[src/rtl/kgp_mem_pkg.sv]
// kgp_mem_pkg: shared memory-stage widths and mem_access_unit FSM encoding
package kgp_mem_pkg;
  localparam int ADDR_W_DEF = 10;
  localparam int DATA_W_DEF = 32;
  typedef enum logic [1:0] {
    S_IDLE    = 2'd0,
    S_ISSUE   = 2'd1,
    S_CAPTURE = 2'd2,
    S_RESP    = 2'd3
  } state_t;
endpackage

[src/rtl/mem_addr_check.sv]
// mem_addr_check: effective address (base+offset) -> word address, misaligned, out_of_range
module mem_addr_check
  import kgp_mem_pkg::*;
#(
  parameter int ADDR_W = ADDR_W_DEF
) (
  input  logic [31:0]       base,
  input  logic [31:0]       offset,
  output logic [ADDR_W-1:0] waddr,
  output logic              misaligned,
  output logic              out_of_range
);
  logic [31:0] ea;
  assign ea           = base + offset;
  assign waddr        = ea[ADDR_W+1:2];
  assign misaligned   = |ea[1:0];
  assign out_of_range = |ea[31:ADDR_W+2];
endmodule

[src/rtl/mem_access_unit.sv]
// mem_access_unit: load/store controller; ports req_* (execute handshake), resp_* (writeback handshake), mem_* (data memory), err_count (saturating fault count)
module mem_access_unit
  import kgp_mem_pkg::*;
#(
  parameter int ADDR_W   = ADDR_W_DEF,
  parameter int DATA_W   = DATA_W_DEF,
  parameter int ERRCNT_W = 8
) (
  input  logic                clk,
  input  logic                reset_n,
  input  logic                req_valid,
  output logic                req_ready,
  input  logic                req_is_store,
  input  logic [31:0]         req_base,
  input  logic [31:0]         req_offset,
  input  logic [DATA_W-1:0]   req_wdata,
  output logic                resp_valid,
  input  logic                resp_ready,
  output logic [DATA_W-1:0]   resp_data,
  output logic                resp_err,
  output logic [ADDR_W-1:0]   mem_addr,
  output logic [DATA_W-1:0]   mem_wdata,
  output logic                mem_write,
  output logic                mem_read,
  input  logic [DATA_W-1:0]   mem_rdata,
  output logic [ERRCNT_W-1:0] err_count
);
  state_t state, state_nx;
  logic [ADDR_W-1:0] waddr;
  logic misaligned, out_of_range, fault, accept;
  mem_addr_check #(.ADDR_W(ADDR_W)) u_chk (
    .base(req_base),
    .offset(req_offset),
    .waddr(waddr),
    .misaligned(misaligned),
    .out_of_range(out_of_range)
  );
  assign fault      = misaligned | out_of_range;
  assign accept     = (state == S_IDLE) && req_valid;
  assign req_ready  = state == S_IDLE;
  assign resp_valid = state == S_RESP;
  always_comb begin
    state_nx = state;
    case (state)
      S_IDLE:    state_nx = !req_valid ? S_IDLE : fault ? S_RESP : S_ISSUE;
      S_ISSUE:   state_nx = mem_write ? S_RESP : S_CAPTURE;
      S_CAPTURE: state_nx = S_RESP;
      S_RESP:    state_nx = resp_ready ? S_IDLE : S_RESP;
      default:   state_nx = S_IDLE;
    endcase
  end
  always_ff @(posedge clk) begin
    if (!reset_n) begin
      state     <= S_IDLE;
      resp_data <= '0;
      resp_err  <= 1'b0;
      mem_addr  <= '0;
      mem_wdata <= '0;
      mem_write <= 1'b0;
      mem_read  <= 1'b0;
      err_count <= '0;
    end else begin
      state <= state_nx;
      if (accept && fault) begin
        resp_err  <= 1'b1;
        resp_data <= '0;
        err_count <= &err_count ? err_count : err_count + 1'b1;
      end else if (accept) begin
        mem_addr  <= waddr;
        mem_wdata <= req_wdata;
        mem_write <= req_is_store;
        mem_read  <= !req_is_store;
      end else if (state == S_ISSUE) begin
        mem_write <= 1'b0;
        mem_read  <= 1'b0;
        resp_data <= '0;
        resp_err  <= 1'b0;
      end else if (state == S_CAPTURE) begin
        resp_data <= mem_rdata;
        resp_err  <= 1'b0;
      end else if (state == S_RESP && resp_ready) begin
        resp_data <= '0;
        resp_err  <= 1'b0;
      end
    end
  end
endmodule

[config.mk]
export PLATFORM = sky130hd
export DESIGN_NAME = mem_access_unit
export DESIGN_NICKNAME = d
export VERILOG_FILES = /design/src/rtl/kgp_mem_pkg.sv /design/src/rtl/mem_addr_check.sv /design/src/rtl/mem_access_unit.sv
export SDC_FILE = /design/constraint.sdc
export NUM_CORES = 1
export LEC_CHECK = 0
export BUFFER_PORTS_ARGS = -buffer_cell sky130_fd_sc_hd__buf_2
export CORE_AREA = 2 2 127 105
export DETAILED_ROUTE_END_ITERATION = 12
export DIE_AREA = 0 0 129 107
export PLACE_DENSITY = 0.77
export SLEW_MARGIN = 5
export SYNTH_ARGS = -nofsm -noshare
export SYNTH_HDL_FRONTEND = slang
export SYNTH_SLANG_ARGS = --single-unit
[constraint.sdc]
create_clock -name clk -period 4.1 [get_ports clk]
set_input_delay 0.41 -clock clk [delete_from_list [all_inputs] [get_ports clk]]
set_output_delay 0.41 -clock clk [all_outputs]
set_load 0.005 [all_outputs]
==> results by group, run 1 <==
Pwr
  – Sequential power share: 0.389
  – Clk network pwr share: 0.349
  – Switching power total: 0.690 mW
  – Int Power: approximately 1.5 mW
  – Sw Ratio: 0.312
  – Comb power frac: 0.262
  – Pwr dens: 307 nW/um^2
  – P_leak: 3.58 nW
  – VDD IR max: about 0.18 mV

Synth
  – Syn nets: between 800 and 900
  – Area contributors post-synth: dfxtp_1 32%, nand2_1 12%, mux2i_1 9.3%
  – Synth top area share: 0.316
  – Post-synthesis cell area: 5520 um^2
  – Gate count after technology mapping: 718
  – Avg Cell Area, Syn: 7.68 um^2
  – Most used DFF post-synth: dfxtp_1
  – Post-synthesis async set-or-reset flop share: 0
  – Flops & latches, synth: 87
  – Seq/Total Area, Yosys: 0.316
  – Number of flops mapped to enable cells by yosys: 0
  – Top cell type by total area after synthesis: dfxtp_1
  – Synth cell types: 55
  – Synth warnings: 0

Cells and area
  – Leading cell type in the layout, fill and taps excluded: buf_2
  – Non-filler instance count after layout: 1110
  – P&R area growth vs syn: 30.6%
  – Sequential Area: 1740 um^2
  – Nets@finish: approximately 1100
  – Most frequent cells in the layout: 218 x buf_2, 170 x nand2_1, 87 x dfxtp_1
  – Multi-input logic area: 3580 um^2
  – Share of layout cells above drive strength 1: 0.293
  – Ant. Diodes: 0
  – Fill cells: 1182

Critical path
  – Slowest stage delay, CP: 0.53 ns
  – CP arrival: 3.96 ns
  – Setup CP Type: primary input to register
  – CP Cell Sequence: buf_2, ha_1, fa_1, a2111oi_0, o21ai_1, or4_1, or4_1, nor4_1, nand4_1, nor4_4, buf_4, o21ai_2, buf_12, a21oi_1
  – Worst endpoint required time: 4.35 ns
  – CP Buf/Inv Count: 3
  – CP most frequent cell: or4_1
  – Worst setup SP type: primary input
  – CP top delay family: simple AND/OR/NAND/NOR gates
  – R2r setup slk: 1.78 ns
  – Worst-path cell with the longest stage delay: or4_1
  – Crit end category: register
  – Maximum fanout along the worst path: 32

STA
  – Final hold violations: 0
  – Max-slew headroom: 0.187
  – Final hold slack: 0.320 ns
  – Setup violators final: 0
  – Peak Freq: 0.270 GHz
  – Worst setup margin: 0.390 ns
  – RSZ-0062 raised after global routing: no
  – Final worst-path cycle share: 0.905
  – Max Slew Vio Count: 0
  – Tmin final: 3.71 ns
  – Clock Skew: 0.0105 ns
  – Actual slew at the worst max-slew pin: 1.21 ns

Route
  – Final WL: 16.0 mm
  – Post-route DRC: 0
  – WL/cell: 14.4 um
  – Vias per cell: 5.45
  – DRT iter0 DRCs: 437
  – Pre-Repair DR Iteration Count: 5
  – DR vias: ~6000
  – Post-detailed-route count of antenna-violating nets: 0

Clocking
  – CTS clock-pin slew for the worst setup and hold paths: 0.07 ns
  – Post-CTS Setup Bufs: 0
  – Resize count post-CTS: 0
  – Clk_lat worst skew: ~0.33 ns
  – CTS max path bufs: 2
  – H-tree depth: 3
  – Root buf cell: clkbuf_16
  – CTS Buf Count: 9
  – TritonCTS clock tree: built
  – CTS Hold Bufs: 0
  – Num Clock Sinks: 87

Floorplan
  – Rows: 37
  – Die Span X: 129 um
  – Die ar.: 13800 um^2
  – # IOs: between 200 and 250
  – CORE AREA: 12500 um^2
  – Height of the die: 107 um
  – Initial cell density of the core: 0.440

Outcome
  – Status: finished, final reports clean

Place
  – Buffers on Ports: 219
  – Dpl hpwl: 12.5 mm
  – Inst Count DP: 1095
  – RePlAce Congestion: 0.937
  – DP Worst Slack: -0.0822 ns

GRT
  – Global-route wire length before repair: 25.1 mm
  – Initial antenna violation count: 0
  – Vias in the first global route: 5301
  – Gr ovfl total: 0
  – Largest net degree at the start of global routing: 107
  – GRT Util Overall: 0.221

Flow run
  – MaxCap Viol Count: 0

Worst hold path
  – Hold Path Class: primary input to register
## power groups by stage
stage,clock network (mW),logic (mW),registers (mW)
finish,0.773,0.580,0.862
global route,0.823,0.638,0.863
CTS,0.791,0.573,0.861
detailed placement,0,0.569,0.881
global placement,0,0.569,0.880
floorplan,0,0.364,0.880
## layer usage
| layer | vias to the layer above | GRT usage | routed length (um) |
|---|---|---|---|
| met2 | 260 | 0.358 | 7310 |
| met1 | 2768 | 0.302 | 7240 |
| li1 | 2991 | - | - |
| met4 | 0 | 0.0675 | 278 |
| met3 | 25 | 0.0369 | 1160 |
| met5 | - | 0 | 0 |
## sequential cells by signal (all words and copies together) (netlist names)
signal     flops
mem_wdata     32
resp_data     32
mem_addr      10
err_count      8
state          2
mem_read       1
mem_write      1
resp_err       1
## layout make-up
class / instances / share of cell area
multi-input combinational: 578 / 0.497
sequential: 87 / 0.242
tap: 175 / 0.0304
clock buffer: 10 / 0.0332
inverter: 6 / 0.00313
timing repair buffer: 249 / 0.189
clock inverter: 5 / 0.00573
## tightest hold or removal path: cells and delay by family
family	cells	cell delay, ns
buf+inv	1	0.10
mux	1	0.05
simple gates	1	0.05
## Yosys cell counts (all sizes together), types with 4 or more instances
library cell / instances
o211ai: 9
or3: 4
a21o: 10
clkbuf: 41
mux2i: 51
o2111ai: 4
nor3: 9
buf: 6
dfxtp: 87
nand4: 13
o21ai: 27
xor2: 8
a21oi: 70
and2: 4
nand2: 171
o21a: 9
inv: 6
xnor2: 9
nand2b: 8
nor2: 31
ha: 36
nand3: 39
a211oi: 7
nor4: 9
## worst paths after layout
kind                       from            end  cells after the start
setup / recovery    req_base[0]  resp_data[23]                     14
hold / removal    req_wdata[31]  mem_wdata[31]                      3
setup reg to reg       state[0]  resp_data[23]                      6
hold reg to reg   resp_data[16]  resp_data[16]                      2
## metrics by stage
| step | total power, mW | instance area, um^2 | TNS [ns] | util |
|---|---|---|---|---|
| floorplan | 1.24 | 5520 | 0 | - |
| global placement | 1.45 | 6930 | 0 | 0.552 |
| detailed placement | 1.45 | 6930 | -0.950 | 0.552 |
| CTS | 2.23 | 7210 | 0 | 0.574 |
| global route | 2.32 | 7210 | 0 | 0.574 |
| finish | 2.21 | 7210 | 0 | 0.574 |
## logic make-up (layout without fill, tap and decap cells)
family                   Yosys count  count (layout)  synth area share
XOR/XNOR                          17              17            0.0270
AND/OR/NAND/NOR                  300             300             0.244
multiplexers                      51              51            0.0925
AO/OA/AOI/OAI                    173             173             0.199
adder cells (fa/ha/maj)           37              37            0.0853
buffers and inverters             53             270            0.0372
flip-flops                        87              87             0.316
(Power assumes the default switching activity.)
==> run 2: changes to the inputs <==
PLACE_DENSITY = not set   (was 0.77)
PLACE_DENSITY_LB_ADDON = 0.2   (was not set)
==> run 2 against run 1 <==
  * Wire length shrank 1.4%
  * Critical path depth did not move
  * Via count down 2.1%
  * Count of clock-buffer cells in the layout unchanged
  * Clock skew decreased by 0.0017 ns
  * Non-clock buffer count increased by 12
  * Fmax fell by 2.3%
  * Critical path type unchanged
  * Worst hold slack worse by 0.017 ns
  * Setup slack worse by 0.089 ns
  * Register-to-register slack improved by 0.05 ns
  * Cell count is 1.2% higher
==> results by group, run 2 (synthesis results as in run 1) <==
Outcome
  – Status: finished, final reports clean

Cells and area
  – Most frequent cells in the layout: 218 x buf_2, 170 x nand2_1, 87 x dfxtp_1
  – Leading cell type in the layout, fill and taps excluded: buf_2
  – Nets@finish: between 1000 and 1500
  – Multi-input logic area: around 3600 um^2
  – Share of layout cells above drive strength 1: 0.303
  – Sequential Area: 1740 um^2
  – Ant. Diodes: 0
  – P&R area growth vs syn: 32.4%
  – Fill cells: 1193
  – Biggest regs: mem_wdata (32), resp_data (32), mem_addr (10)

Critical path
  – CP arrival: between 4 and 5 ns
  – Maximum fanout along the worst path: 31
  – Worst setup SP type: primary input
  – Setup CP Type: primary input to register
  – Worst endpoint required time: 4.36 ns
  – Crit end category: register

Pwr
  – Clk network pwr share: 0.352
  – Switching power total: 0.699 mW
  – Int Power: around 1.5 mW
  – Final total power: 2.24 mW
  – P_leak: 3.64 nW
  – VDD IR max: 0.252 mV
  – Sw Ratio: 0.312
  – Pwr dens: just over 300 nW/um^2
  – Sequential power share: 0.385
  – Comb power frac: 0.263

Place
  – RePlAce Congestion: approximately 0.96
  – Buffers on Ports: approximately 220
  – DP Worst Slack: -0.258 ns
  – Dpl hpwl: 12.3 mm

GRT
  – Gr ovfl total: 0
  – Largest net degree at the start of global routing: 107
  – Vias in the first global route: 5327
  – GRT Util Overall: 0.222
  – Global-route wire length before repair: around 25 mm
  – Initial antenna violation count: 0

Clocking
  – CTS clock-pin slew for the worst setup and hold paths: 0.07 ns
  – CTS Hold Bufs: 0
  – Post-CTS Setup Bufs: 0
  – CTS Buf Count: 9
  – Clk_lat worst skew: 0.34 ns
  – Num Clock Sinks: between 80 and 90
  – Root buf cell: clkbuf_16
  – CTS max path bufs: 2
  – H-tree depth: 3
  – TritonCTS clock tree: built
  – Resize count post-CTS: 0

Floorplan
  – Height of the die: 107 um
  – Rows: 37
  – # IOs: 220
  – CORE AREA: between 10000 and 15000 um^2
  – Initial cell density of the core: 0.440
  – Die Span X: around 130 um
  – Die ar.: 13800 um^2

STA
  – Max-slew headroom: 0.165
  – Max Slew Vio Count: 0
  – Final worst-path cycle share: 0.927
  – Final hold violations: 0
  – Clock Skew: 0.00886 ns
  – Setup Total Neg Slack: 0 ns
  – Worst setup margin: 0.300 ns
  – Tmin final: about 3.8 ns
  – Peak Freq: 0.263 GHz
  – Actual slew at the worst max-slew pin: 1.25 ns
  – Setup violators final: 0
  – RSZ-0062 raised after global routing: no

Route
  – WL/cell: 14.0 um
  – Pre-Repair DR Iteration Count: 5
  – Vias per cell: 5.27
  – Post-route DRC: 0
  – DRT iter0 DRCs: 360
  – Final WL: 15.8 mm
  – Post-detailed-route count of antenna-violating nets: 0
  – DR vias: around 5900

Worst hold path
  – Hold Path Class: primary input to register

Flow run
  – MaxCap Viol Count: 0
## run 2: metal layers
| metal | vias up | GRT usage | routed length (um) |
|---|---|---|---|
| met4 | 0 | 0.0745 | 313 |
| met5 | - | 0 | 0 |
| met1 | 2677 | 0.294 | 7320 |
| met3 | 28 | 0.0454 | 933 |
| met2 | 194 | 0.359 | 7200 |
| li1 | 3016 | - | - |
## run 2: stage by stage
stage / cells / utilization / hold slack [ns] / cell area, um^2
after floorplan: 718 / - / 0.448 / 5520
after global placement: 1107 / 0.559 / 0.435 / 7020
after detailed placement: 1107 / 0.559 / 0.443 / 7020
after CTS: 1123 / 0.582 / 0.290 / 7310
after global routing: 1123 / 0.583 / 0.297 / 7310
final: 1123 / 0.583 / 0.303 / 7310
## run 2: worst paths after layout
path                                    start            end  slack [ns]  cells past startpoint
worst max register to register       state[0]  resp_data[11]        1.83                      6
worst min-delay path            req_wdata[19]  mem_wdata[19]        0.30                      3
worst max-delay path              req_base[0]  resp_data[11]        0.30                     14
worst min register to register   resp_data[7]   resp_data[7]        0.45                      2
## run 2: final cells by class
cell class | instances | share of cell area
sequential | 87 | 0.238
clock inverter | 6 | 0.00719
clock buffer | 10 | 0.0327
tap | 175 | 0.0300
multi-input combinational | 578 | 0.490
inverter | 6 | 0.00308
timing repair buffer | 261 | 0.199
## run 2: critical path: stages
cell	delay, ns
buf_2	0.10
ha_1	0.22
fa_1	0.44
a2111oi_1	0.31
o21ai_1	0.11
or4_1	0.50
or4_1	0.54
nor4_1	0.29
nand4_1	0.20
nor4_4	0.31
buf_4	0.19
o21ai_2	0.07
buf_12	0.23
a21oi_1	0.13
## run 2: power groups by stage
stage	clock network [mW]	registers, mW	logic (mW)
5_1_grt	0.842	0.862	0.653
4_1_cts	0.814	0.861	0.582
2_1_floorplan	0	0.880	0.364
3_3_place_gp	0	0.880	0.583
3_5_place_dp	0	0.881	0.579
6_report	0.789	0.861	0.589
